--- config.mk ---
export PLATFORM = sky130hd
export DESIGN_NAME = seg7_scan_ctrl
export DESIGN_NICKNAME = d
export VERILOG_FILES = /design/src/rtl/seg7_scan_ctrl.sv
export SDC_FILE = /design/constraint.sdc
export NUM_CORES = 1
export LEC_CHECK = 0
export ABC_AREA = 1
export BUFFER_PORTS_ARGS = -buffer_cell sky130_fd_sc_hd__buf_2
export CORE_UTILIZATION = 41
export DETAILED_ROUTE_END_ITERATION = 16
export GPL_TIMING_DRIVEN = 1
export PLACE_DENSITY = 0.6
export SLEW_MARGIN = 10
export SYNTH_ARGS = -nofsm -noshare
export SYNTH_HDL_FRONTEND = slang
export SYNTH_SLANG_ARGS = --single-unit
--- constraint.sdc ---
create_clock -name clk -period 6 [get_ports clk]
set_clock_uncertainty 0.2 [all_clocks]
set_input_delay 0.6 -clock clk [delete_from_list [all_inputs] [get_ports clk]]
set_output_delay 0.6 -clock clk [all_outputs]
set_load 0.005 [all_outputs]
--- src/rtl/seg7_scan_ctrl.sv ---
// Multiplexed seven-segment scan driver with pending/active shadow words.
// Optional blinking is compiled in with `define SEG7_BLINK_EN.
module seg7_scan_ctrl #(
  parameter int NUM_DIGITS   = 4,
  parameter int DIV_WIDTH    = 16,
  parameter int DIV_TERM     = 49999,
  parameter int COMMON_ANODE = 0
`ifdef SEG7_BLINK_EN
  ,
  parameter int BLINK_FRAMES = 64
`endif
) (
  input  logic                      clk,
  input  logic                      rst,
  input  logic                      load,
  input  logic [4*NUM_DIGITS-1:0]   value,
  input  logic [NUM_DIGITS-1:0]     dp_in,
  input  logic                      lz_blank,
`ifdef SEG7_BLINK_EN
  input  logic [NUM_DIGITS-1:0]     blink_mask,
`endif
  output logic [6:0]                Seg,
  output logic                      dp,
  output logic [NUM_DIGITS-1:0]     dig_en,
  output logic                      frame
);

  localparam int   IDX_W = (NUM_DIGITS > 1) ? $clog2(NUM_DIGITS) : 1;
  localparam logic INV   = (COMMON_ANODE != 0);

  logic [DIV_WIDTH-1:0]    prescaler;
  logic [IDX_W-1:0]        idx;
  logic [4*NUM_DIGITS-1:0] pend_val;
  logic [NUM_DIGITS-1:0]   pend_dp;
  logic                    pend_flag;
  logic [4*NUM_DIGITS-1:0] act_val;
  logic [NUM_DIGITS-1:0]   act_dp;

  logic tick;
  logic wrap;

  assign tick = (prescaler == DIV_WIDTH'(DIV_TERM));
  assign wrap = tick && (idx == IDX_W'(NUM_DIGITS - 1));

  function automatic logic [6:0] decode(input logic [3:0] nib);
    logic [6:0] s;
    case (nib)
      4'h0: s = 7'h7E;  4'h1: s = 7'h30;  4'h2: s = 7'h6D;  4'h3: s = 7'h79;
      4'h4: s = 7'h33;  4'h5: s = 7'h5B;  4'h6: s = 7'h5F;  4'h7: s = 7'h70;
      4'h8: s = 7'h7F;  4'h9: s = 7'h73;  4'hA: s = 7'h77;  4'hB: s = 7'h1F;
      4'hC: s = 7'h4E;  4'hD: s = 7'h3D;  4'hE: s = 7'h4F;  default: s = 7'h47;
    endcase
    return s;
  endfunction

`ifdef SEG7_BLINK_EN
  localparam int BC_W = $clog2(BLINK_FRAMES + 1);
  logic [BC_W-1:0] blink_cnt;
  logic            blink_phase;

  always_ff @(posedge clk or posedge rst) begin
    if (rst) begin
      blink_cnt   <= '0;
      blink_phase <= 1'b0;
    end else if (wrap) begin
      if (blink_cnt == BC_W'(BLINK_FRAMES - 1)) begin
        blink_cnt   <= '0;
        blink_phase <= ~blink_phase;
      end else begin
        blink_cnt <= blink_cnt + 1'b1;
      end
    end
  end
`endif

  // Prescaler, scan index and the shadow pair; a load coinciding with wrap bypasses pending.
  always_ff @(posedge clk or posedge rst) begin
    if (rst) begin
      prescaler <= '0;
      idx       <= '0;
      pend_val  <= '0;
      pend_dp   <= '0;
      pend_flag <= 1'b0;
      act_val   <= '0;
      act_dp    <= '0;
    end else begin
      prescaler <= tick ? '0 : prescaler + 1'b1;
      if (wrap)
        idx <= '0;
      else if (tick)
        idx <= idx + 1'b1;

      if (load && wrap) begin
        act_val   <= value;
        act_dp    <= dp_in;
        pend_val  <= value;
        pend_dp   <= dp_in;
        pend_flag <= 1'b0;
      end else if (load) begin
        pend_val  <= value;
        pend_dp   <= dp_in;
        pend_flag <= 1'b1;
      end else if (wrap && pend_flag) begin
        act_val   <= pend_val;
        act_dp    <= pend_dp;
        pend_flag <= 1'b0;
      end
    end
  end

  logic [NUM_DIGITS-1:0] upper_zero;
  logic [3:0]            nib;
  logic [6:0]            seg_n;
  logic                  dp_n;
  logic [NUM_DIGITS-1:0] dig_n;

  // upper_zero[i]: nibble i and every nibble above it are zero.
  always_comb begin
    upper_zero = '0;
    for (int i = 0; i < NUM_DIGITS; i++)
      upper_zero[i] = ((act_val >> (4 * i)) == '0);
  end

  always_comb begin
    nib   = act_val[4*idx +: 4];
    seg_n = decode(nib);
    dp_n  = act_dp[idx];
    if (lz_blank && (idx != '0) && upper_zero[idx])
      seg_n = 7'h00;
`ifdef SEG7_BLINK_EN
    if (blink_phase && blink_mask[idx]) begin
      seg_n = 7'h00;
      dp_n  = 1'b0;
    end
`endif
    dig_n      = '0;
    dig_n[idx] = 1'b1;
  end

  always_ff @(posedge clk or posedge rst) begin
    if (rst) begin
      Seg    <= {7{INV}};
      dp     <= INV;
      dig_en <= {NUM_DIGITS{INV}};
      frame  <= 1'b0;
    end else begin
      Seg    <= seg_n ^ {7{INV}};
      dp     <= dp_n ^ INV;
      dig_en <= dig_n ^ {NUM_DIGITS{INV}};
      frame  <= wrap;
    end
  end

endmodule

# Yosys cells after proc, flatten, opt, wreduce, memory -nomap -nowiden
# Memory sizes are Yosys's and may differ from the RTL's.
# Index checks and enable logic that the tools add are counted.
# op_classes
addsub,2
order_cmp,2
eq_ne,3
n_shift,1
mux,23
reduce_logical,16
# op_table
op,n
two-way mux 16 bit,6
logical NOT 16 bit,4
two-way mux 4 bit,5
"adder 16 x 1 -> 16 bit, second input constant",1
"equality test 16 bit, second input constant",1
variable part select 16 x 5 -> 4 bit,1
nonzero test 2 bit,4
two-way mux 7 bit,1
logical AND 1 bit,6
two-way mux 1 bit,6
binary-select mux 1 bit (select 2 bit),2
two-way mux 2 bit,2
"< comparator 2 x 3 -> 1 bit, second input constant",1
nonzero test 3 bit,1
"adder 2 x 1 -> 2 bit, second input constant",1
demux 1 bit (select 2 bit),1
"equality test 2 bit, second input constant",1
">= comparator 2 x 1 -> 1 bit, second input constant",1
"!= test 2 x 1 -> 1 bit, second input constant",1
AND reduction 2 bit,1
# totals
regBits,72
mem_bits_ro,112
inputBits,24
output_inout_bits,13
mem_count,1
# memory_table
memory,words,word_bits,read_ports,rd_ports_with_merged_regs,write_ports,line,source
(name not given),16,7,1,0,0,47,case (nib)

# Logic depth before layout (Yosys ltp)
# Gate-level depths: netlist of the first run.
# logic_depth
ltp_word,6
depth_mapped,12
depth_no_buf,11

# Worst setup path after synthesis of the first run
# No wires, ideal clock.
# synth_timing
path_kind,register to register
startpoint,register idx[0]
endpoint,register Seg[3]
arrival_ps,1495
path_slack_ps,4234
stages_incl_launch_ff,13
period_less_slack_ps,1766
cell_sequence,dfrtp_1 buf_4 buf_6 nand2_1 nand3_1 nand2_1 inv_1 ha_1 nand3_1 nand2_1 nand2_1 nand2_1 nor2_1
# synth_between
elab_chain_cells,4
# synth_lines
element,line,source
from (decl),32,logic [IDX_W-1:0] idx;
from (signal assigned),91,idx <= idx + 1'b1;
branches (longest 3 deep; another with memory (16 x 7 bit)),--,
two-way mux 7 bit *,128,if (lz_blank && (idx != '0) && upper_zero[idx])
named net seg_n[3],113,logic [6:0] seg_n;
to (signal assigned),142,Seg <= {7{INV}};
to (signal assigned),147,Seg <= seg_n ^ {7{INV}};
to (decl),22,"output logic [6:0] Seg,"
# Mark *: on every way through the listed nets, which the timed path passes. The select of a mux whose other input is x is not followed.
# A chain may end at the register's enable or synchronous reset.

# Worst setup path after layout of the first run
# layout_timing
startpoint,register idx[0]
endpoint,register act_dp[3]
# layout_between
elab_chain_cells,5
# layout_lines
element,line,source
equality test 2 bit *,43,assign wrap = tick && (idx == IDX_W'(NUM_DIGITS - 1));
logical AND 1 bit *,43,
logical AND 1 bit (on tied branches),"93, 103",
!= test 2 x 1 -> 1 bit (no line) / nonzero test 2 bit (equally long branches),--,
AND reduction 2 bit (no line),--,
to (signal assigned),95,act_dp <= dp_in;
to (signal assigned),105,act_dp <= pend_dp;
to (decl),37,logic [NUM_DIGITS-1:0] act_dp;
# Mark *: on every way between the ends. The rest lies on a longest branch, timed or not.

==> results of run 1 <==
==> cells in the mapped netlist <==
master	count
a21boi_1	2
a21oi_1	27
and2_1	1
buf_2	4
buf_4	2
buf_6	3
clkbuf_1	4
dfrtp_1	72
ha_1	10
inv_1	52
inv_2	5
inv_4	1
nand2_1	151
nand2_2	2
nand3_1	19
nand3b_1	1
nand4_1	4
nand4_2	1
nor2_1	81
nor2_2	1
nor2_4	1
nor3_1	2
nor3_2	1
o21ai_0	9
o21ai_1	4
o21bai_1	1
o22ai_1	1
or2_1	1
xor2_1	7
==> metrics by stage <==
stage | setup WS [ns] | total power [mW]
final | 3.42 | 0.929
after global routing | 3.06 | 0.974
after CTS | 3.40 | 0.945
after detailed placement | 3.42 | 0.556
after global placement | 3.51 | 0.555
after floorplan | 3.38 | 0.540
==> per-layer routing <==
| metal | wire [um] | vias up |
|---|---|---|
| met1 | 3470 | 1322 |
| li1 | - | 1507 |
| met5 | 0 | - |
| met3 | 248 | 9 |
| met2 | 3230 | 45 |
| met4 | 87 | 0 |
==> worst register-to-register path: stages, from the launching register on <==
cell     delay, ns
dfrtp_1       0.70
ha_1          0.34
nand4_2       0.78
nor2_1        0.34
nand2_1       0.08
nand2_1       0.06
==> registers in the layout (all words and copies together) (netlist names) <==
signal / cells
pend_dp: 4
act_dp: 4
frame: 1
pend_val: 16
prescaler: 16
dp: 1
Seg: 7
act_val: 16
pend_flag: 1
dig_en: 4
idx: 2
==> cell families (layout without fill, tap and decap cells) <==
| kind of cell | Yosys count | after routing | synth area share, % |
|---|---|---|---|
| xor gates and xnor gates | 7 | 7 | 1.71 |
| adders and majority gates | 10 | 10 | 3.48 |
| and+or+nand+nor | 266 | 266 | 29.9 |
| DFF | 72 | 72 | 50.1 |
| AOI/OAI and AO/OA | 44 | 44 | 6.37 |
| buffers and inverters | 71 | 112 | 8.46 |
==> cell type report <==
type,instances,share of cell area (%)
clock buffer,13,3.94
timing repair buffer,38,4.84
inverter,58,5.46
tap,105,3.25
sequential,72,44.6
multi-input combinational,327,36.9
clock inverter,3,0.992
==> worst paths after layout <==
check / to / slack [ns] / cells past startpoint
min reg2reg: prescaler[0]$_DFF_PP0_ / 0.26 / 1
max reg2reg: act_dp[3]$_DFFE_PP0P_ / 3.42 / 5
max in group asynchronous: pend_val[12]$_DFFE_PP0P_ / 4.68 / 3
min in group asynchronous: pend_val[9]$_DFFE_PP0P_ / 0.29 / 3
min: prescaler[0]$_DFF_PP0_ / 0.26 / 1
max: act_dp[3]$_DFFE_PP0P_ / 3.42 / 5
==> power breakdown <==
group	switching [mW]	internal (mW)	total (mW)
combinational	0.0299	0.0155	0.0454
clock	0.170	0.214	0.384
sequential	0.00299	0.497	0.500
==> out/metrics.yaml, run 1 <==
status: "completed"
finalCritPeriodShare_pct: 43.1
seq_area_frac_synth_pct: 50.1
dp.cells: 600
path_class: "reg2reg"
numPortBuffers: 36
grt_busiest_layer: "met2"
grt_antenna_before_repair: 0
io_pins: 37
final_cell_mix: "nand2_1 (151), nor2_1 (81), dfrtp_1 (72), inv_1 (51), buf_2 (36)"
yosys_register_bits: 72
rsz0062_at_grt: "false"
synth_warnings: 0
path_max_fanout: 40
hold_buffers: 0
drtIter0Drc: 131
drt-wirelength-per-cell_um: 11.4
synth.cell_area_um2: 3590
dieArea_um2: 9150
timing.critical_path.buf_inv: 0
final-seq-area_um2: 1800
drc: 0
ant_nets: 0
grt_use_total_pct: 17.7
clkTransAtPathRegs_ns: 0.07
drive_gt1_share_pct: 12.7
critPathLaunchType: "flip-flop"
die_w_um: 95.6
hold_slack_ns: 0.262
fmax_ghz: 0.387
yosys.area.top_type: "dfrtp_1"
path_cells: "ha_1 > nand4_2 > nor2_1 > nand2_1 > nand2_1"
worstSkewPairLatency_ns: 0.34
hp-start: "prescaler[0]$_DFF_PP0_"
fin_setup_tns_ns: 0
synth_top_area_share_pct: 50.1
diodes: 0
postCtsSetupBuffers: 0
area_delta_synth_final_pct: 12.3
use_met3_pct: 4.86
firstDrtPassIters: 4
max-slew-margin-rel_pct: 34.4
dpl_cell_area_um2: 3840
tightest_slew_ns: 0.981
grt_max_degree: 73
power.density_nw_per_um2: 230
finalSetupViolations: 0
hold_violations: 0
fin_util_pct: 48.4
dp_hpwl_um: 4870
fin_crit_ns: 2.58
synth_cells: 470
startpoint: "idx[0]$_DFFE_PP0P_"
slowest_delay_ns: 0.78
core_region_area_um2: 8340
power.leakage_nw: 2.24
fin_area_um2: 4040
gr-usage-met1_pct: 22.7
syn_avg_cell_area_um2: 7.65
use_met2_pct: 29.6
ys_top_cells_by_area: "dfrtp_1 (50%), nand2_1 (16%), nor2_1 (8.5%), inv_1 (5.4%), a21oi_1 (3.8%)"
viasPerCell: 4.68
fillers: 868
hold_class: "reg2reg"
start_util_pct: 43.1
multi_input_area_um2: 1490
crit_family: "simple AND/OR/NAND/NOR gates"
clock_path_buffers: 2
gp_congestion: 0.849
grt_pass1_wl_um: 12500
vias: 2883
final_common_cell: "nand2_1"
post_cts_resized: 0
crit_path_end_kind: "flip-flop"
synth_fp_nets: 504
grt_overflow: 0
cp.required_ns: 6.07
drv_cap: 0
nets: 540
cpMaxStageDelayCell: "nand4_2"
cts_tree: "built"
clkSinkCount: 72
timing.rr.start: "idx[0]$_DFFE_PP0P_"
arrival_ns: 2.66
grt_pass1_vias: 2836
htreeDepth: 3
worst_path_most_repeated_cell: "nand2_1"
synth.distinct_cells: 29
peakVddDrop_v: 0.000166
routed_wl_um: 7040
cts_root_buf: "clkbuf_8"
layout.cells.non_filler: 616
die_y_um: 95.6
finalMaxSlewViolations: 0
cts_buffers: 9
placement_rows: 33
Note: power is estimated with default switching activity, not from simulation.
==> run 2, diff against run 1 <==
==> constraint.sdc (replaced) <==
create_clock -name clk -period 2.64 [get_ports clk]
set_clock_uncertainty 0.2 [all_clocks]
set_input_delay 0.264 -clock clk [delete_from_list [all_inputs] [get_ports clk]]
set_output_delay 0.264 -clock clk [all_outputs]
set_load 0.005 [all_outputs]
==> out/metrics.yaml, run 2 (synthesis results as in run 1) <==
crit_path_end_kind: "flip-flop"  # unchanged
critPathLaunchType: "flip-flop"  # unchanged
clock_path_buffers: 2  # unchanged
grt_pass1_vias: 2865  # was 2836
timing.critical_path.buf_inv: 2  # was 0
path_cells: "inv_4 > nand2_1 > nand3_1 > nand2_1 > inv_1 > ha_1 > nand3_1 > nand2_1 > nand2_1 > nand2_1 > nor2_1"  # was ha_1 > nand4_2 > nor2_1 > nand2_1 > nand2_1
firstDrtPassIters: 4  # unchanged
io_pins: 37  # unchanged
routed_wl_um: 7210  # was 7040 um
vias: 2992  # was 2883
hold_path_end: "pend_flag$_DFFE_PP0P_"  # was prescaler[0]$_DFF_PP0_
rr_endpoint: "Seg[3]$_DFF_PP0_"  # was act_dp[3]$_DFFE_PP0P_
cts_buffers: 9  # unchanged
fin_setup_tns_ns: 0  # unchanged
multi_input_area_um2: 1490  # unchanged
hold_class: "in2reg"  # was reg2reg
post_cts_resized: 0  # unchanged
cp.required_ns: 2.71  # was 6.07 ns
drtIter0Drc: 99  # was 131
core_region_area_um2: 8340  # unchanged
worstSkewPairLatency_ns: 0.34  # about the same
fin_util_pct: 51.3  # was 48.4%
drt-wirelength-per-cell_um: 11.3  # was 11.4 um
worst_path_most_repeated_cell: "nand2_1"  # unchanged
ant_nets: 0  # unchanged
drc: 0  # unchanged
die_y_um: 95.6  # unchanged
final_cell_mix: "nand2_1 (151), nor2_1 (81), dfrtp_1 (72), inv_1 (51), buf_2 (36)"  # unchanged
min_path_cells: 4  # was 1
cts_root_buf: "clkbuf_8"  # unchanged
viasPerCell: 4.68  # about the same
htreeDepth: 3  # unchanged
final-seq-area_um2: 1800  # unchanged
placement_rows: 33  # unchanged
tightest_slew_ns: 0.556  # was 0.981 ns
drive_gt1_share_pct: 13.1  # was 12.7%
power.leakage_nw: 2.34  # was 2.24 nW
dp_hpwl_um: 5040  # was 4870 um
fillers: 858  # was 868
hp-start: "load"  # was prescaler[0]$_DFF_PP0_
postCtsSetupBuffers: 0  # unchanged
cpMaxStageDelayCell: "dfrtp_1"  # was nand4_2
diodes: 0  # unchanged
peakVddDrop_v: 0.000409  # was 0.000166 V
grt_use_total_pct: 17.8  # was 17.7%
die_w_um: 95.6  # unchanged
max-slew-margin-rel_pct: 62.9  # was 34.4%
status: "completed"  # unchanged
path_max_fanout: 18  # was 40
rr_worst_depth: 11  # was 5
start_util_pct: 43.1  # unchanged
fmax_ghz: 0.482  # was 0.387 GHz
finalMaxSlewViolations: 0  # unchanged
area_delta_synth_final_pct: 19.0  # was 12.3%
dieArea_um2: 9150  # unchanged
grt_overflow: 0  # unchanged
crit_family: "simple AND/OR/NAND/NOR gates"  # unchanged
rsz0062_at_grt: "false"  # unchanged
gp_congestion: 0.843  # was 0.849
arrival_ns: 2.15  # was 2.66 ns
grt_max_degree: 41  # was 73
nets: 564  # was 540
drv_cap: 0  # unchanged
rrSetupSlack_ns: 0.56  # was 3.42 ns
grt_antenna_before_repair: 0  # unchanged
fin_crit_ns: 2.08  # was 2.58 ns
numPortBuffers: 36  # unchanged
power.density_nw_per_um2: 504  # was 230 nW/um2
p_total_mw: 2.16  # was 0.929 mW
top_regs: "act_val: 16 flops, pend_val: 16 flops, prescaler: 16 flops"  # unchanged
clkSinkCount: 72  # unchanged
path_class: "reg2reg"  # unchanged
finalCritPeriodShare_pct: 78.6  # was 43.1%
hold_buffers: 21  # was 0
clkTransAtPathRegs_ns: 0.07  # about the same
timing.rr.start: "idx[0]$_DFFE_PP0P_"  # unchanged
finalSetupViolations: 0  # unchanged
slowest_delay_ns: 0.68  # was 0.78 ns
final_common_cell: "nand2_1"  # unchanged
grt_pass1_wl_um: 12500  # about the same
cts_tree: "built"  # unchanged
hold_violations: 0  # unchanged
[run 2: worst max-delay path by stage]
stage / startpoint / to / slack, ns / cells past startpoint
global route: idx[0]$_DFFE_PP0P_ / Seg[3]$_DFF_PP0_ / 0.37 / 11
global placement: idx[0]$_DFFE_PP0P_ / Seg[1]$_DFF_PP0_ / 0.67 / 8
floorplan: rst / Seg[0]$_DFF_PP0_ / 0.35 / 1
detailed placement: idx[0]$_DFFE_PP0P_ / Seg[3]$_DFF_PP0_ / 0.59 / 11
finish: idx[0]$_DFFE_PP0P_ / Seg[3]$_DFF_PP0_ / 0.56 / 11
CTS: idx[0]$_DFFE_PP0P_ / Seg[3]$_DFF_PP0_ / 0.57 / 11
[run 2: area by class of cell]
class                      instances  share of cell area [%]
multi-input combinational        327                    34.8
timing repair buffer              62                    10.0
clock inverter                     5                    1.29
tap                              105                    3.07
sequential                        72                    42.1
clock buffer                      11                    3.54
inverter                          58                    5.15
[run 2: worst min-delay path, delay by kind of cell]
family	cells	cell delay, ns
and+or+nand+nor	2	0.20
buffers and inverters	2	0.16
[run 2: stage by stage]
step	instances	setup slack [ns]	area [um2]	hold slack, ns
finish	640	0.564	4280	0.107
global route	640	0.372	4280	0.136
CTS	640	0.570	4280	0.103
detailed placement	603	0.588	3860	0.153
global placement	603	0.670	3860	0.144
floorplan	470	0.351	3590	0.233
[run 2: where the power goes]
group          internal, mW  switching [mW]  total, mW
clock                 0.484           0.409      0.893
sequential             1.13         0.00640       1.14
combinational        0.0564          0.0724      0.129
total                  1.67           0.488       2.16
[run 2: layer usage]
| layer | global-route usage (%) | up-vias | share of wire [%] |
|---|---|---|---|
| met1 | 22.5 | 1379 | 49 |
| met4 | 4.85 | 0 | 1.2 |
| met5 | 0 | - | 0 |
| li1 | - | 1564 | - |
| met3 | 5.02 | 10 | 3.1 |
| met2 | 29.9 | 39 | 46 |
